$ cat config.mk
export PLATFORM = sky130hd
export DESIGN_NAME = hist_accum_ctrl_flat
export DESIGN_NICKNAME = d
export VERILOG_FILES = /design/src/rtl/hist_pkg.sv /design/src/rtl/hist_accum_ctrl_if.sv /design/src/rtl/hist_out_fifo.sv /design/src/rtl/hist_accum_ctrl.sv /design/src/flat_wrapper.sv
export SDC_FILE = /design/constraint.sdc
export NUM_CORES = 1
export LEC_CHECK = 0
export CAP_MARGIN = 20
export CORE_MARGIN = 5
export CORE_UTILIZATION = 45
export DETAILED_ROUTE_END_ITERATION = 12
export GPL_TIMING_DRIVEN = 0
export MAX_ROUTING_LAYER = met4
export PLACE_DENSITY = 0.82
export SYNTH_ARGS = -nofsm -noshare
export SYNTH_HDL_FRONTEND = slang
export SYNTH_SLANG_ARGS = --single-unit
$ cat constraint.sdc
create_clock -name clk_i -period 3.8 [get_ports clk_i]
set_input_delay 0.76 -clock clk_i [delete_from_list [all_inputs] [get_ports clk_i]]
set_output_delay 0.76 -clock clk_i [all_outputs]
set_load 0.01 [all_outputs]
$ cat src/rtl/hist_pkg.sv
// hist_pkg: shared constants and state encoding
// for the histogram SRAM sequencer.
package hist_pkg;

  localparam int HIST_DW   = 17;
  localparam int HIST_AW   = 8;
  localparam int HIST_BINS = 1 << HIST_AW;
  localparam int HIST_MAX  = (1 << HIST_DW) - 1;

  typedef enum logic [2:0] {
    IDLE,
    CLEAR,
    ACCUM,
    DRAIN,
    READOUT
  } state_e;

endpackage

$ cat src/rtl/hist_accum_ctrl_if.sv
// hist_accum_ctrl_if: pixel-in and histogram-out
// valid/ready streams of the histogram sequencer.
interface hist_accum_ctrl_if
  import hist_pkg::*;
#(
  parameter int ADDR_WIDTH = HIST_AW,
  parameter int DATA_WIDTH = HIST_DW
);

  logic                  pix_valid_i;
  logic                  pix_ready_o;
  logic [ADDR_WIDTH-1:0] pix_bin_i;
  logic                  pix_last_i;

  logic                  hist_valid_o;
  logic                  hist_ready_i;
  logic [ADDR_WIDTH-1:0] hist_bin_o;
  logic [DATA_WIDTH-1:0] hist_count_o;
  logic                  hist_last_o;

  modport master (
    output pix_valid_i, pix_bin_i, pix_last_i,
    output hist_ready_i,
    input  pix_ready_o,
    input  hist_valid_o, hist_bin_o,
    input  hist_count_o, hist_last_o
  );

  modport slave (
    input  pix_valid_i, pix_bin_i, pix_last_i,
    input  hist_ready_i,
    output pix_ready_o,
    output hist_valid_o, hist_bin_o,
    output hist_count_o, hist_last_o
  );

endinterface

$ cat src/rtl/hist_out_fifo.sv
// hist_out_fifo: 2-entry valid/ready FIFO that
// decouples SRAM read latency from the consumer.
module hist_out_fifo #(
  parameter int WIDTH = 26
) (
  input  logic             clk_i,
  input  logic             rstn_i,
  input  logic             push_i,
  input  logic [WIDTH-1:0] data_i,
  input  logic             pop_i,
  output logic             valid_o,
  output logic [WIDTH-1:0] data_o,
  output logic [1:0]       count_o
);

  logic [WIDTH-1:0] mem_q [2];
  logic             wptr_q;
  logic             rptr_q;
  logic [1:0]       cnt_q;
  logic             do_push;
  logic             do_pop;

  assign valid_o = (cnt_q != 2'd0);
  assign data_o  = mem_q[rptr_q];
  assign count_o = cnt_q;
  assign do_push = push_i && (cnt_q != 2'd2);
  assign do_pop  = pop_i && valid_o;

  always_ff @(posedge clk_i or negedge rstn_i) begin
    if (!rstn_i) begin
      mem_q[0] <= '0;
      mem_q[1] <= '0;
      wptr_q   <= 1'b0;
      rptr_q   <= 1'b0;
      cnt_q    <= 2'd0;
    end else begin
      if (do_push) begin
        mem_q[wptr_q] <= data_i;
        wptr_q        <= ~wptr_q;
      end
      if (do_pop) begin
        rptr_q <= ~rptr_q;
      end
      cnt_q <= cnt_q + 2'(do_push) - 2'(do_pop);
    end
  end

endmodule

$ cat src/rtl/hist_accum_ctrl.sv
// hist_accum_ctrl: clears, accumulates and reads out
// a 256-bin histogram held in a 1R1W SRAM macro.
module hist_accum_ctrl
  import hist_pkg::*;
#(
  parameter int DATA_WIDTH = HIST_DW,
  parameter int ADDR_WIDTH = HIST_AW
) (
  input  logic                  clk_i,
  input  logic                  rstn_i,
  input  logic                  start_i,
  hist_accum_ctrl_if.slave      bus,
  output logic                  busy_o,
  output logic                  done_o,
  output logic                  sram_csb0_o,
  output logic [ADDR_WIDTH-1:0] sram_addr0_o,
  output logic [DATA_WIDTH-1:0] sram_din0_o,
  output logic                  sram_csb1_o,
  output logic [ADDR_WIDTH-1:0] sram_addr1_o,
  input  logic [DATA_WIDTH-1:0] sram_dout1_i
);

  localparam logic [DATA_WIDTH-1:0] CNT_MAX  = '1;
  localparam logic [ADDR_WIDTH-1:0] BIN_LAST = '1;
  localparam int FW = ADDR_WIDTH + DATA_WIDTH + 1;

  state_e                state_q, state_d;
  logic [ADDR_WIDTH-1:0] cnt_q, cnt_d;
  logic                  rd_all_q, rd_all_d;
  logic                  s1_v_q;
  logic [ADDR_WIDTH-1:0] s1_bin_q;
  logic                  w_v_q;
  logic [ADDR_WIDTH-1:0] w_bin_q;
  logic [DATA_WIDTH-1:0] w_val_q;
  logic                  rd_v_q;
  logic [ADDR_WIDTH-1:0] rd_bin_q;
  logic                  done_q;

  logic                  accept;
  logic                  pop;
  logic                  issue;
  logic                  fin;
  logic [DATA_WIDTH-1:0] old_val;
  logic [DATA_WIDTH-1:0] new_val;
  logic [1:0]            fifo_cnt;
  logic                  fifo_valid;
  logic [FW-1:0]         fifo_head;
  logic [ADDR_WIDTH-1:0] head_bin;
  logic [DATA_WIDTH-1:0] head_cnt;
  logic                  head_last;

  assign accept  = (state_q == ACCUM) && bus.pix_valid_i;
  // W holds the write that lands on the same edge as this read
  assign old_val = (w_v_q && (w_bin_q == s1_bin_q))
                 ? w_val_q : sram_dout1_i;
  assign new_val = (old_val == CNT_MAX)
                 ? old_val : old_val + DATA_WIDTH'(1);

  assign pop   = fifo_valid && bus.hist_ready_i;
  assign issue = (state_q == READOUT) && !rd_all_q
              && (({1'b0, fifo_cnt} + {2'b00, rd_v_q}
                  - {2'b00, pop}) < 3'd2);
  assign fin   = (state_q == READOUT) && pop && head_last;

  assign {head_bin, head_cnt, head_last} = fifo_head;

  assign bus.pix_ready_o  = (state_q == ACCUM);
  assign bus.hist_valid_o = fifo_valid;
  assign bus.hist_bin_o   = head_bin;
  assign bus.hist_count_o = head_cnt;
  assign bus.hist_last_o  = fifo_valid && head_last;
  assign busy_o           = (state_q != IDLE);
  assign done_o           = done_q;

  always_comb begin
    state_d      = state_q;
    cnt_d        = cnt_q;
    rd_all_d     = rd_all_q;
    sram_csb0_o  = 1'b1;
    sram_addr0_o = '0;
    sram_din0_o  = '0;
    sram_csb1_o  = 1'b1;
    sram_addr1_o = '0;
    if (s1_v_q) begin
      sram_csb0_o  = 1'b0;
      sram_addr0_o = s1_bin_q;
      sram_din0_o  = new_val;
    end
    unique case (state_q)
      IDLE: begin
        if (start_i) begin
          state_d = CLEAR;
          cnt_d   = '0;
        end
      end
      CLEAR: begin
        sram_csb0_o  = 1'b0;
        sram_addr0_o = cnt_q;
        sram_din0_o  = '0;
        cnt_d        = cnt_q + ADDR_WIDTH'(1);
        if (cnt_q == BIN_LAST) state_d = ACCUM;
      end
      ACCUM: begin
        if (accept) begin
          sram_csb1_o  = 1'b0;
          sram_addr1_o = bus.pix_bin_i;
          if (bus.pix_last_i) state_d = DRAIN;
        end
      end
      DRAIN: begin
        // W empties on the same edge S1 is seen empty
        if (!s1_v_q) begin
          state_d  = READOUT;
          cnt_d    = '0;
          rd_all_d = 1'b0;
        end
      end
      READOUT: begin
        if (issue) begin
          sram_csb1_o  = 1'b0;
          sram_addr1_o = cnt_q;
          cnt_d        = cnt_q + ADDR_WIDTH'(1);
          if (cnt_q == BIN_LAST) rd_all_d = 1'b1;
        end
        if (fin) state_d = IDLE;
      end
      default: state_d = IDLE;
    endcase
  end

  always_ff @(posedge clk_i or negedge rstn_i) begin
    if (!rstn_i) begin
      state_q  <= IDLE;
      cnt_q    <= '0;
      rd_all_q <= 1'b0;
      s1_v_q   <= 1'b0;
      s1_bin_q <= '0;
      w_v_q    <= 1'b0;
      w_bin_q  <= '0;
      w_val_q  <= '0;
      rd_v_q   <= 1'b0;
      rd_bin_q <= '0;
      done_q   <= 1'b0;
    end else begin
      state_q  <= state_d;
      cnt_q    <= cnt_d;
      rd_all_q <= rd_all_d;
      s1_v_q   <= accept;
      s1_bin_q <= bus.pix_bin_i;
      w_v_q    <= s1_v_q;
      w_bin_q  <= s1_bin_q;
      w_val_q  <= new_val;
      rd_v_q   <= issue;
      if (issue) rd_bin_q <= cnt_q;
      done_q   <= fin;
    end
  end

  hist_out_fifo #(
    .WIDTH (FW)
  ) u_fifo (
    .clk_i   (clk_i),
    .rstn_i  (rstn_i),
    .push_i  (rd_v_q),
    .data_i  ({rd_bin_q, sram_dout1_i, rd_bin_q == BIN_LAST}),
    .pop_i   (pop),
    .valid_o (fifo_valid),
    .data_o  (fifo_head),
    .count_o (fifo_cnt)
  );

endmodule

$ cat src/flat_wrapper.sv
// flat-port wrapper written by rule: the top's interface ports become plain ports
module hist_accum_ctrl_flat import hist_pkg::*;
#(
  parameter int DATA_WIDTH = HIST_DW,
  parameter int ADDR_WIDTH = HIST_AW
)
  (clk_i, rstn_i, start_i, busy_o, done_o, sram_csb0_o, sram_addr0_o, sram_din0_o, sram_csb1_o, sram_addr1_o, sram_dout1_i, bus_pix_valid_i, bus_pix_bin_i, bus_pix_last_i, bus_hist_ready_i, bus_pix_ready_o, bus_hist_valid_o, bus_hist_bin_o, bus_hist_count_o, bus_hist_last_o);
  hist_accum_ctrl_if #(.ADDR_WIDTH(ADDR_WIDTH), .DATA_WIDTH(DATA_WIDTH)) bus_i ();
  input  logic clk_i;
  input  logic rstn_i;
  input  logic start_i;
  output logic busy_o;
  output logic done_o;
  output logic sram_csb0_o;
  output logic [ADDR_WIDTH-1:0] sram_addr0_o;
  output logic [DATA_WIDTH-1:0] sram_din0_o;
  output logic sram_csb1_o;
  output logic [ADDR_WIDTH-1:0] sram_addr1_o;
  input  logic [DATA_WIDTH-1:0] sram_dout1_i;
  input wire logic [$bits(bus_i.pix_valid_i)-1:0] bus_pix_valid_i;
  input wire logic [$bits(bus_i.pix_bin_i)-1:0] bus_pix_bin_i;
  input wire logic [$bits(bus_i.pix_last_i)-1:0] bus_pix_last_i;
  input wire logic [$bits(bus_i.hist_ready_i)-1:0] bus_hist_ready_i;
  output wire logic [$bits(bus_i.pix_ready_o)-1:0] bus_pix_ready_o;
  output wire logic [$bits(bus_i.hist_valid_o)-1:0] bus_hist_valid_o;
  output wire logic [$bits(bus_i.hist_bin_o)-1:0] bus_hist_bin_o;
  output wire logic [$bits(bus_i.hist_count_o)-1:0] bus_hist_count_o;
  output wire logic [$bits(bus_i.hist_last_o)-1:0] bus_hist_last_o;
  assign bus_i.pix_valid_i = bus_pix_valid_i;
  assign bus_i.pix_bin_i = bus_pix_bin_i;
  assign bus_i.pix_last_i = bus_pix_last_i;
  assign bus_i.hist_ready_i = bus_hist_ready_i;
  assign bus_pix_ready_o = bus_i.pix_ready_o;
  assign bus_hist_valid_o = bus_i.hist_valid_o;
  assign bus_hist_bin_o = bus_i.hist_bin_o;
  assign bus_hist_count_o = bus_i.hist_count_o;
  assign bus_hist_last_o = bus_i.hist_last_o;
  hist_accum_ctrl #(.DATA_WIDTH(DATA_WIDTH), .ADDR_WIDTH(ADDR_WIDTH)) u_core (.clk_i(clk_i), .rstn_i(rstn_i), .start_i(start_i), .bus(bus_i), .busy_o(busy_o), .done_o(done_o), .sram_csb0_o(sram_csb0_o), .sram_addr0_o(sram_addr0_o), .sram_din0_o(sram_din0_o), .sram_csb1_o(sram_csb1_o), .sram_addr1_o(sram_addr1_o), .sram_dout1_i(sram_dout1_i));
endmodule
# Yosys cells after proc, flatten, opt, wreduce, memory -nomap -nowiden

Cells that the tools add are included.

Output and inout bits: 65
Flip-flop bits (word level): 113

Magnitude comparators: 4
Add/subtract/negate cells: 6
Muxes and demuxes: 35
Bitwise operators: 4
Reduce and logical (&&, ||, !) cells: 20
Equality and inequality tests: 17

Operators by type and width:

| cell                    | count |
|---|---|
| $mux W26                | 4 |
| $mux W17                | 4 |
| $mux W8                 | 7 |
| $bwmux W52              | 1 |
| $pmux W8 S4             | 1 |
| $demux W26 S1           | 1 |
| $mux W3                 | 6 |
| $add A17 B1 Y17 const B | 1 |
| $eq A17 B17 Y1 const B  | 1 |
| $eq A8 B8 Y1 const B    | 2 |
| $pmux W8 S2             | 1 |
| $pmux W3 S5             | 1 |
| $logic_and A1 B1 Y1     | 11 |
| $ne A2 B2 Y1 const B    | 5 |
| $add A8 B1 Y8 const B   | 1 |
| $eq A8 B8 Y1            | 1 |
| $ne A2 B1 Y1 const B    | 4 |
| $reduce_and A4 Y1       | 2 |
| $mux W1                 | 7 |
| $eq A3 B2 Y1 const B    | 2 |
| $reduce_and A6 Y1       | 1 |
| $ge A2 B2 Y1 const B    | 2 |
| $not A1 Y2              | 2 |
| $pmux W1 S2             | 2 |
| 14 further kinds        | 16 |

# Longest topological paths before layout

Gate-level depths: netlist of the first run.

Word-level depth: 7
Gate-level depth with buffers: 13
Gate-level depth less buffers: 12

# Modules after synthesis

From an unflattened synthesis of the first run, not the netlist that was laid out.

Cells, all modules: 513
Area total of the unflattened synthesis: 5987.0 um2

By module, submodules not included:

| module          | seq. area each (um2) | area an instance (um2) | times used | cells each |
|---|---|---|---|---|
| hist_accum_ctrl | 1426.4               | 3408.3                 | 1          | 354 |
| hist_out_fifo   | 1401.3               | 2578.7                 | 1          | 159 |

# Worst setup path after synthesis of the first run

No wires, ideal clock.

Path type: register to output
Start: register u_core.s1_bin_q[3]
End: output port sram_din0_o[5]
Data arrival time: 3.393 ns
Path buffers: 3
Slack: -0.353 ns
Stages on the path, launching flop included: 14
Required time: 3.040 ns
Cell sequence: dfrtp_1 -> xnor2_1 -> nand4_1 -> nor4_1 -> buf_2 -> mux2_2 -> ha_1 -> clkbuf_1 -> nand3_1 -> nor3_1 -> nor2b_1 -> buf_2 -> nor3_1 -> a311oi_1

Word-level cells in the longest chain between the ends: 7
Elaborated cells between the ends (all ways): 8

Ends and longest elaborated chain:

| item                                              | line                                         | RTL |
|---|---|---|
| start: declaration                                | hist_accum_ctrl.sv:31                        | `logic [ADDR_WIDTH-1:0] s1_bin_q;` |
| start signal: assignment                          | hist_accum_ctrl.sv:149                       | `s1_bin_q <= bus.pix_bin_i;` |
| $eq A8 B8 Y1 (*)                                  | hist_accum_ctrl.sv:54                        | `assign old_val = (w_v_q && (w_bin_q == s1_bin_q))` |
| $logic_and A1 B1 Y1 (*)                           | hist_accum_ctrl.sv:54                        |  |
| $mux W17 (*)                                      | hist_accum_ctrl.sv:55                        | `? w_val_q : sram_dout1_i;` |
| $add A17 B1 Y17 or $eq A17 B17 Y1 (tied branches) | hist_accum_ctrl.sv:57, hist_accum_ctrl.sv:56 |  |
| $mux W17 (*)                                      | hist_accum_ctrl.sv:57                        | `? old_val : old_val + DATA_WIDTH'(1);` |
| $mux W17 (*)                                      | hist_accum_ctrl.sv:84                        | `if (s1_v_q) begin` |
| $mux W17 (*)                                      | hist_accum_ctrl.sv:89                        | `unique case (state_q)` |
| end: declaration                                  | flat_wrapper.sv:16                           | `output logic [DATA_WIDTH-1:0] sram_din0_o;` |

Every way passes the cells marked *; elsewhere a longest branch is shown, timed or not.

# Final worst setup path of the first run

Start: register u_core.s1_bin_q[3]
End: output port sram_din0_o[10]

Word-level cells in the longest chain between the ends: 7
Elaborated cells between the ends (all ways): 8

Ends and longest elaborated chain:

| item                                              | line                                         | RTL |
|---|---|---|
| $eq A8 B8 Y1 (*)                                  | hist_accum_ctrl.sv:54                        |  |
| $logic_and A1 B1 Y1 (*)                           | hist_accum_ctrl.sv:54                        |  |
| $mux W17 (*)                                      | hist_accum_ctrl.sv:55                        |  |
| $add A17 B1 Y17 or $eq A17 B17 Y1 (tied branches) | hist_accum_ctrl.sv:57, hist_accum_ctrl.sv:56 |  |
| $mux W17 (*)                                      | hist_accum_ctrl.sv:57                        |  |
| named net u_core.new_val[10]                      | hist_accum_ctrl.sv:44                        | `logic [DATA_WIDTH-1:0] new_val;` |
| $mux W17 (*)                                      | hist_accum_ctrl.sv:84                        |  |
| $mux W17 (*)                                      | hist_accum_ctrl.sv:89                        |  |

Mark *: on every way through the listed nets, which the timed path passes. The rest lies on a longest branch.

==> results.json, run 1 <==
{
  "setup_ws_ns": -0.328,
  "boundaryPins": 96,
  "antenna_found_initial": 0,
  "grt_pass1_wl_mm": 27.4,
  "rows": 41,
  "violations": "negative setup slack",
  "synth_mux_area_share_pct": 18.3,
  "worstHoldPathType": "input port to asynchronous set/reset pin",
  "synthesis.nets": 562,
  "reg2reg_slack_ns": 0.71,
  "max_slew_margin_pct": 30.0,
  "gp_congestion": 0.891,
  "critical_path_class": "register to primary output",
  "slowest_delay_ns": 0.40,
  "cts_made_buffers": 17,
  "fin_total_pwr_w": 0.00450,
  "cp.required_ns": 3.04,
  "cp_slowest_cell": "dfrtp_1",
  "p_switching_w": 0.00128,
  "worst_ep_arrival_time_ns": 3.37,
  "overflow": 0,
  "viasPerCell": 5.82,
  "synth_edf_count": 0,
  "ant_nets": 0,
  "path_depth": 14,
  "drv_cap": 0,
  "grt_usage_pct": 23.9,
  "p_seq_share_pct": 36.0,
  "clk_latency_ns": 0.41,
  "internal_power_w": 0.00321,
  "tightest_slew_ns": 1.04,
  "dr.pass1.iters": 5,
  "drive_gt1_share_pct": 39.2,
  "ys.flop_type": "dfrtp_1",
  "cts_max_path_buffers": 2,
  "ys_warn_count": 0,
  "fillerInstances": 900,
  "reg2reg_from": "u_core.s1_bin_q[3]",
  "post-route-period-util_pct": 109,
  "synth_top_family_by_area": "multiplexers",
  "synth_area_um2": 5820,
  "cts_hold_buf": 0,
  "fp.dieH_um": 124,
  "hold_viol_final": 0,
  "rsz0062_at_grt": "true",
  "setup_viol": 17,
  "yosysUniqueCellTypes": 47,
  "die_w_um": 124,
  "ff2ff_path_depth": 16,
  "p_leak_nw": 3.55,
  "synthCells": 525,
  "grt_pass1_vias": 5391,
  "avgRoutedWirePerCell_um": 19.8,
  "critPathTopFamily": "simple AND/OR/NAND/NOR gates",
  "cp_num_buf_inv": 4,
  "clock-sinks": 113,
  "status": "finished, violations left",
  "powerDensity_nw_per_um2": 535,
  "cts_tree": "done",
  "r2r-end": "u_core.w_val_q[9]",
  "period_needed_ns": 4.13,
  "synth-compound-area-share_pct": 10.1,
  "place_hpwl_mm": 11.0,
  "dieArea_um2": 15300,
  "dp_cells": 791,
  "synthSimpleGateAreaFrac_pct": 14.3,
  "swShare_pct": 28.5,
  "path_max_fanout": 6,
  "clk_pin_slew_worst_paths_ns": 0.06,
  "p_clk_share_pct": 37.0,
  "drc": 0,
  "crit_end": "sram_din0_o[10]",
  "ir_drop_uv": 406,
  "syn_to_final_growth_pct": 44.5,
  "path_common_cell": "mux2_4",
  "antenna-diode-count": 0,
  "grt_max_degree": 60,
  "yosysSeqAreaShare_pct": 48.6,
  "fin_cells": 874,
  "syn_avg_cell_area_um2": 11.1,
  "worstSetupEndpointType": "primary output",
  "totalWireLength_mm": 17.3,
  "ctsRootBufferMaster": "clkbuf_16",
  "synth_async_sr_flop_share_pct": 100,
  "core_um2": 12700,
  "synth_fa_ha_area_share_pct": 1.42,
  "startpoint_type": "register",
  "ys_ff_latch": 113,
  "crit_chain": "xnor2_1 > nand4_1 > buf_4 > nor4_4 > buf_6 > mux2_4 > ha_4 > nand3_4 > buf_4 > nor3_2 > mux2_4 > mux2_4 > and2_4 > buf_6",
  "finalMaxSlewViolations": 0,
  "hold-worst-slack_ns": 0.402,
  "pwr-share-comb_pct": 27.0,
  "fmax_mhz": 242,
  "num_vias": 5083,
  "worstSetupStartpoint": "u_core.s1_bin_q[3]",
  "clock_skew_ns": 0.00861,
  "start_util_pct": 45.9,
  "finalNetCount": 726,
  "synth-xor-area-share_pct": 4.82,
  "drtIter0Drc": 436,
  "io_buffers": 93,
  "htreeDepth": 4
}
-- timing repair --
action / CTS / global route
cloned: 1 / 0
pin swaps: 38 / 17
gates resized for setup: 190 / 19
setup buffers: 43 / 11
setup endpoints to repair: 27 / 32
-- how the worst min path moves through the flow --
stage | to | slack, ns | cells past startpoint
3_5_place_dp | u_core.w_bin_q[0] | 0.41 | 0
4_1_cts | u_core.w_val_q[6] | 0.43 | 1
6_report | u_core.w_val_q[9] | 0.40 | 1
3_3_place_gp | u_core.w_bin_q[5] | 0.40 | 0
2_1_floorplan | u_core.w_v_q | 0.39 | 0
5_1_grt | u_core.w_val_q[9] | 0.46 | 1
-- routing by layer --
layer	global-route usage, %	part of all wire, %	vias up	wire (um)
met5	-	0	-	0
met4	9.97	2.5	0	439
met3	5.81	8.1	44	1400
met2	39.1	50	276	8640
met1	28.2	40	2506	6850
li1	-	-	2257	-
-- placed cells by master (no fill, tap or decap), types with 6 or more instances in the layout --
cell	instances
a22o_1	10
clkdlybuf4s50_1	65
nor3_4	6
a21oi_1	10
buf_4	39
dfrtp_1	111
buf_6	18
a31oi_1	9
buf_2	24
nor2_1	17
nand3_1	12
nand4_1	14
o21ai_0	17
inv_1	7
xnor2_1	25
clkbuf_16	17
mux2_2	87
clkbuf_1	20
and4_1	8
o211ai_1	7
nand2_1	42
-- cells in the mapped netlist (4+ instances only) --
master / n / area [um^2]
a31oi_1: 10 / 62.6
a21oi_1: 13 / 65.1
mux2_2: 89 / 1000
or3_1: 4 / 25.0
xor2_1: 6 / 52.6
nor3_1: 13 / 65.1
buf_2: 5 / 25.0
o21ai_0: 17 / 85.1
o31ai_1: 5 / 37.5
o211ai_1: 7 / 52.6
nor2_1: 24 / 90.1
nand2_1: 43 / 161
nand4_1: 14 / 87.6
ha_1: 5 / 62.6
inv_1: 9 / 33.8
mux2i_1: 5 / 50.1
and4_1: 9 / 78.8
clkbuf_1: 22 / 82.6
a211oi_1: 7 / 52.6
nor4_1: 6 / 37.5
nand3_1: 17 / 85.1
dfrtp_1: 113 / 2830
nand2b_1: 6 / 37.5
a311oi_1: 4 / 35.0
a22o_1: 10 / 87.6
and3_1: 6 / 37.5
xnor2_1: 26 / 228
-- layout make-up --
type | count | area (um^2) | area share, %
multi-input cells | 376 | 3250 | 38.7
inverters | 9 | 33.8 | 0.402
clock inverters | 8 | 124 | 1.47
flip-flops and latches | 113 | 2830 | 33.7
clock buffers | 24 | 502 | 5.97
well taps | 172 | 215 | 2.56
plain buffers | 25 | 135 | 1.61
repair buffers | 147 | 1310 | 15.6
-- logic make-up (layout without fill, tap and decap cells) --
family,Yosys count,count (layout)
and+or+nand+nor,157,157
AOI/OAI and AO/OA,86,86
muxes,95,95
adders and majority gates,6,6
xor gates and xnor gates,32,32
buffers and inverters,36,213
DFF,113,113
-- sequential cells by signal, indices dropped and copies added (netlist names) --
name,cells
u_core.rd_all_q,1
u_core.w_v_q,1
u_core.done_o,1
u_core.u_fifo.wptr_q,1
u_core.cnt_q,8
u_core.rd_v_q,1
u_core.s1_bin_q,8
u_core.u_fifo.rptr_q,1
u_core.s1_v_q,1
u_core.u_fifo.mem_q,52
u_core.u_fifo.count_o,2
u_core.state_q,3
u_core.w_bin_q,8
u_core.w_val_q,17
u_core.rd_bin_q,8
-- power by group through the flow --
stage / logic [W] / registers (W) / clock network [W]
global placement: 0.00106 / 0.00161 / 0
CTS: 0.00121 / 0.00161 / 0.00167
detailed placement: 0.00109 / 0.00163 / 0
global route: 0.00131 / 0.00164 / 0.00173
finish: 0.00121 / 0.00162 / 0.00167
floorplan: 0.000630 / 0.00156 / 0
-- through the flow --
stage	area [um^2]	setup TNS [ns]	utilization, %	worst slack, ns
3_5_place_dp	7050	-27.26	55.6	-1.24
2_1_floorplan	5880	-0.120	-	-0.0540
3_3_place_gp	7020	-268.76	55.4	-2.16
5_1_grt	8410	-6.11	66.3	-0.456
4_1_cts	8270	-3.85	65.2	-0.337
6_report	8410	-4.02	66.3	-0.328
Power figures use the tool's default switching activity.
==> run 2, diff against run 1 <==
- CTS_CLUSTER_SIZE: unset -> 14
==> results of run 2 <==
Final layout, timing and power as in run 1 (identical DEF).
